==> src/rtl/aes_pipe_scheduler_if.sv <==
// Handshake and data bundle between the AES scheduler and its environment
// (two requesters, the pipelined AES core and the result consumer).
interface aes_pipe_scheduler_if;
  logic         req0_valid;
  logic         req0_ready;
  logic [127:0] req0_data;
  logic [127:0] req0_key;
  logic         req1_valid;
  logic         req1_ready;
  logic [127:0] req1_data;
  logic [127:0] req1_key;
  logic [127:0] core_din;
  logic [127:0] core_key;
  logic [127:0] core_dout;
  logic         out_valid;
  logic         out_ready;
  logic [127:0] out_data;
  logic         out_id;
  logic         busy;
  logic [31:0]  blocks_done;

  // Environment side: requesters, AES core output and result consumer
  modport master (
    output req0_valid, req0_data, req0_key,
    output req1_valid, req1_data, req1_key,
    output core_dout, out_ready,
    input  req0_ready, req1_ready, core_din, core_key,
    input  out_valid, out_data, out_id, busy, blocks_done
  );

  // Scheduler side
  modport slave (
    input  req0_valid, req0_data, req0_key,
    input  req1_valid, req1_data, req1_key,
    input  core_dout, out_ready,
    output req0_ready, req1_ready, core_din, core_key,
    output out_valid, out_data, out_id, busy, blocks_done
  );
endinterface

==> src/rtl/aes_pipe_scheduler.sv <==
// Front-end scheduler for a LATENCY-deep pipelined AES-128 core: round-robin
// arbitration of two requesters, credit-limited issue, a tag pipeline that
// tracks each block through the core, and an output FIFO with backpressure.
module aes_pipe_scheduler #(
  parameter int LATENCY    = 10,
  parameter int FIFO_DEPTH = 16
) (
  input  logic                 clock,
  input  logic                 reset_n,
  aes_pipe_scheduler_if.slave  bus
);

  localparam int PTR_W = $clog2(FIFO_DEPTH);
  localparam int CNT_W = PTR_W + 1;
  localparam logic [CNT_W:0] CREDIT_LIMIT = (CNT_W + 1)'(FIFO_DEPTH);

  logic               r_last_grant;
  logic [127:0]       r_core_din;
  logic [127:0]       r_core_key;
  logic [LATENCY:0]   r_tag_valid;
  logic [LATENCY:0]   r_tag_id;
  logic [CNT_W-1:0]   r_inflight;
  logic [CNT_W-1:0]   r_fifo_count;
  logic [PTR_W-1:0]   r_wr_ptr;
  logic [PTR_W-1:0]   r_rd_ptr;
  logic [31:0]        r_blocks_done;
  logic [127:0]       r_fifo_data [FIFO_DEPTH];
  logic               r_fifo_id   [FIFO_DEPTH];

  logic w_credit_ok;
  logic w_grant0;
  logic w_grant1;
  logic w_accept0;
  logic w_accept1;
  logic w_accept;
  logic w_push;
  logic w_pop;
  logic w_out_valid;

  // Credit counts every block already committed to the FIFO (in the core or
  // buffered); a pop in this cycle only frees credit once the counts update.
  assign w_credit_ok = ({1'b0, r_inflight} + {1'b0, r_fifo_count}) < CREDIT_LIMIT;

  // req0 wins unless req1 also asks and req0 was the last one served
  assign w_grant0  = bus.req0_valid & (~bus.req1_valid | r_last_grant);
  assign w_grant1  = bus.req1_valid & ~w_grant0;
  assign w_accept0 = bus.req0_valid & w_credit_ok & w_grant0;
  assign w_accept1 = bus.req1_valid & w_credit_ok & w_grant1;
  assign w_accept  = w_accept0 | w_accept1;

  // A block leaves the core when its tag reaches the last stage
  assign w_push      = r_tag_valid[LATENCY];
  assign w_out_valid = (r_fifo_count != '0);
  assign w_pop       = w_out_valid & bus.out_ready;

  assign bus.req0_ready  = w_credit_ok & w_grant0;
  assign bus.req1_ready  = w_credit_ok & w_grant1;
  assign bus.core_din    = r_core_din;
  assign bus.core_key    = r_core_key;
  assign bus.out_valid   = w_out_valid;
  assign bus.out_data    = w_out_valid ? r_fifo_data[r_rd_ptr] : '0;
  assign bus.out_id      = w_out_valid ? r_fifo_id[r_rd_ptr] : 1'b0;
  assign bus.busy        = (r_inflight != '0) | (r_fifo_count != '0);
  assign bus.blocks_done = r_blocks_done;

  // Issue: latch the granted plaintext/key into the core and remember the winner
  always_ff @(posedge clock or negedge reset_n) begin
    if (!reset_n) begin
      r_last_grant <= 1'b1;
      r_core_din   <= '0;
      r_core_key   <= '0;
    end else if (w_accept) begin
      r_last_grant <= w_accept1;
      r_core_din   <= w_accept1 ? bus.req1_data : bus.req0_data;
      r_core_key   <= w_accept1 ? bus.req1_key  : bus.req0_key;
    end
  end

  // Tag pipeline: shifts every cycle so a tag lines up with its core_dout
  always_ff @(posedge clock or negedge reset_n) begin
    if (!reset_n) begin
      r_tag_valid <= '0;
      r_tag_id    <= '0;
    end else begin
      r_tag_valid <= {r_tag_valid[LATENCY-1:0], w_accept};
      r_tag_id    <= {r_tag_id[LATENCY-1:0], w_accept1};
    end
  end

  // Occupancy counters, FIFO pointers and the popped-block counter
  always_ff @(posedge clock or negedge reset_n) begin
    if (!reset_n) begin
      r_inflight    <= '0;
      r_fifo_count  <= '0;
      r_wr_ptr      <= '0;
      r_rd_ptr      <= '0;
      r_blocks_done <= '0;
    end else begin
      case ({w_accept, w_push})
        2'b10:   r_inflight <= r_inflight + CNT_W'(1);
        2'b01:   r_inflight <= r_inflight - CNT_W'(1);
        default: r_inflight <= r_inflight;
      endcase
      case ({w_push, w_pop})
        2'b10:   r_fifo_count <= r_fifo_count + CNT_W'(1);
        2'b01:   r_fifo_count <= r_fifo_count - CNT_W'(1);
        default: r_fifo_count <= r_fifo_count;
      endcase
      if (w_push) begin
        r_wr_ptr <= r_wr_ptr + PTR_W'(1);
      end
      if (w_pop) begin
        r_rd_ptr      <= r_rd_ptr + PTR_W'(1);
        r_blocks_done <= r_blocks_done + 32'd1;
      end
    end
  end

  // FIFO storage; stale contents are harmless because the pointers/count reset
  always_ff @(posedge clock) begin
    if (w_push) begin
      r_fifo_data[r_wr_ptr] <= bus.core_dout;
      r_fifo_id[r_wr_ptr]   <= r_tag_id[LATENCY];
    end
  end

endmodule

==> src/flat_wrapper.sv <==
// flat-port wrapper written by rule: the top's interface ports become plain ports
module aes_pipe_scheduler_flat 
#(
  parameter int LATENCY    = 10,
  parameter int FIFO_DEPTH = 16
)
  (clock, reset_n, bus_req0_valid, bus_req0_data, bus_req0_key, bus_req1_valid, bus_req1_data, bus_req1_key, bus_core_dout, bus_out_ready, bus_req0_ready, bus_req1_ready, bus_core_din, bus_core_key, bus_out_valid, bus_out_data, bus_out_id, bus_busy, bus_blocks_done);
  aes_pipe_scheduler_if bus_i ();
  input  logic clock;
  input  logic reset_n;
  input wire logic [$bits(bus_i.req0_valid)-1:0] bus_req0_valid;
  input wire logic [$bits(bus_i.req0_data)-1:0] bus_req0_data;
  input wire logic [$bits(bus_i.req0_key)-1:0] bus_req0_key;
  input wire logic [$bits(bus_i.req1_valid)-1:0] bus_req1_valid;
  input wire logic [$bits(bus_i.req1_data)-1:0] bus_req1_data;
  input wire logic [$bits(bus_i.req1_key)-1:0] bus_req1_key;
  input wire logic [$bits(bus_i.core_dout)-1:0] bus_core_dout;
  input wire logic [$bits(bus_i.out_ready)-1:0] bus_out_ready;
  output wire logic [$bits(bus_i.req0_ready)-1:0] bus_req0_ready;
  output wire logic [$bits(bus_i.req1_ready)-1:0] bus_req1_ready;
  output wire logic [$bits(bus_i.core_din)-1:0] bus_core_din;
  output wire logic [$bits(bus_i.core_key)-1:0] bus_core_key;
  output wire logic [$bits(bus_i.out_valid)-1:0] bus_out_valid;
  output wire logic [$bits(bus_i.out_data)-1:0] bus_out_data;
  output wire logic [$bits(bus_i.out_id)-1:0] bus_out_id;
  output wire logic [$bits(bus_i.busy)-1:0] bus_busy;
  output wire logic [$bits(bus_i.blocks_done)-1:0] bus_blocks_done;
  assign bus_i.req0_valid = bus_req0_valid;
  assign bus_i.req0_data = bus_req0_data;
  assign bus_i.req0_key = bus_req0_key;
  assign bus_i.req1_valid = bus_req1_valid;
  assign bus_i.req1_data = bus_req1_data;
  assign bus_i.req1_key = bus_req1_key;
  assign bus_i.core_dout = bus_core_dout;
  assign bus_i.out_ready = bus_out_ready;
  assign bus_req0_ready = bus_i.req0_ready;
  assign bus_req1_ready = bus_i.req1_ready;
  assign bus_core_din = bus_i.core_din;
  assign bus_core_key = bus_i.core_key;
  assign bus_out_valid = bus_i.out_valid;
  assign bus_out_data = bus_i.out_data;
  assign bus_out_id = bus_i.out_id;
  assign bus_busy = bus_i.busy;
  assign bus_blocks_done = bus_i.blocks_done;
  aes_pipe_scheduler #(.LATENCY(LATENCY), .FIFO_DEPTH(FIFO_DEPTH)) u_core (.clock(clock), .reset_n(reset_n), .bus(bus_i));
endmodule
==> config.mk <==
export PLATFORM = sky130hd
export DESIGN_NAME = aes_pipe_scheduler_flat
export DESIGN_NICKNAME = d
export VERILOG_FILES = /design/src/rtl/aes_pipe_scheduler_if.sv /design/src/rtl/aes_pipe_scheduler.sv /design/src/flat_wrapper.sv
export SDC_FILE = /design/constraint.sdc
export NUM_CORES = 2
export LEC_CHECK = 0
export CORE_ASPECT_RATIO = 1.1
export CORE_MARGIN = 5
export CORE_UTILIZATION = 51
export CTS_BUF_LIST = sky130_fd_sc_hd__clkbuf_4 sky130_fd_sc_hd__clkbuf_8 sky130_fd_sc_hd__clkbuf_16
export CTS_CLUSTER_DIAMETER = 60
export DETAILED_ROUTE_END_ITERATION = 7
export PLACE_DENSITY = 0.77
export SLEW_MARGIN = 5
export SYNTH_ARGS = -nofsm -noshare
export SYNTH_HDL_FRONTEND = slang
export SYNTH_SLANG_ARGS = --single-unit
==> constraint.sdc <==
create_clock -name clock -period 4.8 [get_ports clock]
set_clock_uncertainty 0.2 [all_clocks]
set_input_delay 0.72 -clock clock [delete_from_list [all_inputs] [get_ports clock]]
set_output_delay 0.72 -clock clock [all_outputs]
set_load 0.01 [all_outputs]
==> results.cfg <==
[pwr]
vdd_ir_drop_max_mv = 0.6307
p_clk_share_pct = 25.8
leakagePower_nw = 38.58
power_mw = 72.10
pwr-share-comb_pct = 37.6
p_int_mw = 47.94
p_sw_mw = 24.16
power_frac_seq_pct = 36.6
swShare_pct = 33.51
power_density_nw_per_um2 = 625.3

[hold_path]
hold_path_class = flip-flop to flip-flop
whs_endpoint = u_core.r_tag_id[9]
hold_path.startpoint = u_core.r_tag_id[8]
worstHoldPathCells = 0

[layout]
layout.area.seq_um2 = 70220
fillCellCount = 12225
area_growth_pct = 24.13
fin_area_um2 = 115300
nets = 6405
multi_input_area_um2 = 21350
layout-drive-gt1-share_pct = 21.80

[critical_path]
crit_path_end_kind = output port
path_delay_family = buffers and inverters
critPathMaxFanout = 10
crit_path_cell_trace = clkbuf_4, buf_4, buf_4, mux4_2, mux2i_1, o22ai_1, clkdlybuf4s50_1
worstPathRequired_ns = 3.88
r2r_slack_ns = 0.97
crit_type = flip-flop to output port
slowest_stage = dfrtp_4
critPathMostFrequentCell = buf_4
startpoint_type = flip-flop
r2r_start = u_core.r_fifo_count[1]
ff2ff_path_depth = 13
slowest_delay_ns = 0.57
crit_arrival_ns = 3.84
critPathBufInv = 4
worstReg2RegEnd = u_core.r_fifo_count[4]

[global_routing]
grt_pass1_vias = 51380
grt_max_degree = 120
grt-ovfl-total = 0
grtUsageTotal_pct = 33.10
antenna_found_initial = 145
grt_first_pass_wirelength_um = 432000

[timing]
maxSlewHeadroom_pct = 28.59
whs_ns = 0.1408
fmax_mhz = 210.0
final-setup-viol-count = 0
worstMarginPinSlew_ns = 1.071
final_max_slew_viol_count = 0
rsz0062_at_grt = yes
hold_viol = 0
tns_ns = 0
period_needed_ns = 4.763
fin_crit_sh_pct = 99.22

[drt]
drt_wl_total_um = 320900
drt_iter0_drc = 6949
num_vias = 52020
drc = 0
viasPerCell = 6.172
wl_per_cell_um = 38.07
ant_nets = 0
dr.pass1.iters = 6

[placement]
portBuffers = 1065
gp_congestion = 1.082
placed_area_um2 = 107100
dp_hpwl_um = 217100

[floorplan]
initial_core_util_pct = 51.21
core_area_um2 = 181400
die_w_um = 416.9
rows = 164
ios = 1066
dieArea_um2 = 190800
chipHeight_um = 457.6

[status]
status = finished clean

[clock_tree]
cts_tree = yes
cts_max_level = 4
cts_buffers = 227
clkTransAtPathRegs_ns = 0.06
cts_root_buffer = clkbuf_16
cts_sinks = 2393
cts_buffer_depth = 3
clk_latency_ns = 0.86

[logic_synthesis]
synth_nets = 5225
post_synth.cell_area_avg_um2 = 20.37
ys_seq_elements = 2393
synth_cell_types = 42
yosysWarnings = 0
syn_area_um2 = 92890
synth_edf_count = 2064
synthCells = 4560
async_flop_share_pct = 13.75
synth-main-ff-cell = edfxtp_1
seq_area_frac_synth_pct = 75.59

[run]
cap_violations = 0
## worst max path at each step
stage                                 to  slack (ns)  cells past startpoint              startpoint
2_1_floorplan  u_core.r_fifo_data[10][0]        0.15                      4  u_core.r_tag_valid[10]
3_3_place_gp             bus_out_data[5]        0.48                      7  u_core.r_fifo_count[3]
3_5_place_dp             bus_out_data[4]        0.47                      7  u_core.r_fifo_count[3]
4_1_cts                bus_out_data[100]      0.0006                      6      u_core.r_rd_ptr[1]
5_1_grt                 bus_out_data[69]       0.005                      6      u_core.r_rd_ptr[0]
6_report                bus_out_data[16]        0.04                      7      u_core.r_rd_ptr[0]
## power by group through the flow
stage / Clock (mW) / Combinational [mW] / Sequential, mW
6_report: 18.6 / 27.1 / 26.4
5_1_grt: 19.7 / 28.4 / 26.5
4_1_cts: 18.8 / 27.2 / 26.4
3_5_place_dp: 0 / 26.9 / 26.8
3_3_place_gp: 0 / 26.7 / 26.7
2_1_floorplan: 0 / 14.5 / 26.9
## layout by cell type, fill, tap and decap left out, types with 27 or more instances in the layout
cell type and count:
mux2i_1 256, o22ai_2 204, nor2_1 532, buf_12 62
dfrtp_1 325, mux4_2 516, bufinv_16 27, edfxtp_1 2064
clkdlybuf4s50_1 1064, clkbuf_4 42, buf_4 77, clkinv_1 35
diode_2 84, clkinv_2 46, clkbuf_16 232, o22ai_1 180
## synth_stat cells, types with 3 or more instances
library cell / instances / area [um2]
edfxtp_1: 2064 / 61980
nor2_1: 532 / 1997
mux4_2: 516 / 11620
dfrtp_1: 328 / 8208
mux2i_1: 257 / 2572
o22ai_2: 200 / 2502
o22ai_1: 184 / 1151
buf_2: 129 / 645.6
clkbuf_1: 94 / 352.8
nand2_1: 28 / 105.1
buf_6: 26 / 292.8
xnor2_1: 24 / 210.2
inv_1: 23 / 86.33
xor2_1: 21 / 183.9
ha_1: 18 / 225.2
and2_1: 17 / 106.4
nand3_1: 14 / 70.07
nand4_1: 14 / 87.58
o21ai_0: 10 / 50.05
a21oi_1: 7 / 35.03
buf_1: 7 / 26.28
nor3_1: 7 / 35.03
buf_4: 5 / 37.54
a21o_1: 4 / 30.03
and3_1: 4 / 25.02
or3_1: 4 / 25.02
nor2b_1: 3 / 18.77
## what timing repair did
item | 4_1_cts | 5_1_grt
hold buffers | 1 | 0
endpoints found under the setup margin | 110 | 41
gates cloned | 0 | 1
setup buffers | 6 | 4
endpoints found under the hold margin | 90 | 0
resized for setup | 10 | 4
## cell families after synthesis
family,synth area share [%]
fa+ha+maj,0.2856
mux,15.28
xor+xnor,0.4243
simple gates,2.738
buf+inv,1.560
flops,75.59
compound gates,4.122
## per-stage QoR
step | utilization, % | cells | setup WS (ns)
after floorplan | - | 4560 | 0.1494
after global placement | 59.06 | 7906 | 0.4816
after detailed placement | 59.06 | 7906 | 0.4657
after CTS | 63.41 | 8339 | 0.0005667
after global routing | 63.54 | 8406 | 0.004796
final | 63.57 | 8428 | 0.03733
## per-layer routing
layer  part of all wire [%]  track usage (%)  routed length (um)
met1                     34            40.01              109400
met2                     51            54.93              162700
met3                    8.6            7.438               27610
met4                    6.5            19.58               20950
met5                  0.067                0                 215
## final cells by class
class	count	share of cell area [%]
clock buffer	275	5.316
multi-input combinational	1881	18.52
clock inverter	151	1.431
antenna	84	0.1823
sequential	2393	60.90
tap	2407	2.612
inverter	25	0.09332
timing repair buffer	1212	10.94
## sequential cells by signal, summed over array words and instances (netlist names), 4 cells and up
signal	cells
u_core.bus.blocks_done	32
u_core.bus.core_din	128
u_core.bus.core_key	128
u_core.r_fifo_count	5
u_core.r_fifo_data	2048
u_core.r_fifo_id	16
u_core.r_inflight	5
u_core.r_rd_ptr	4
u_core.r_tag_id	11
u_core.r_tag_valid	11
u_core.r_wr_ptr	4
(Power assumes the default switching activity.)
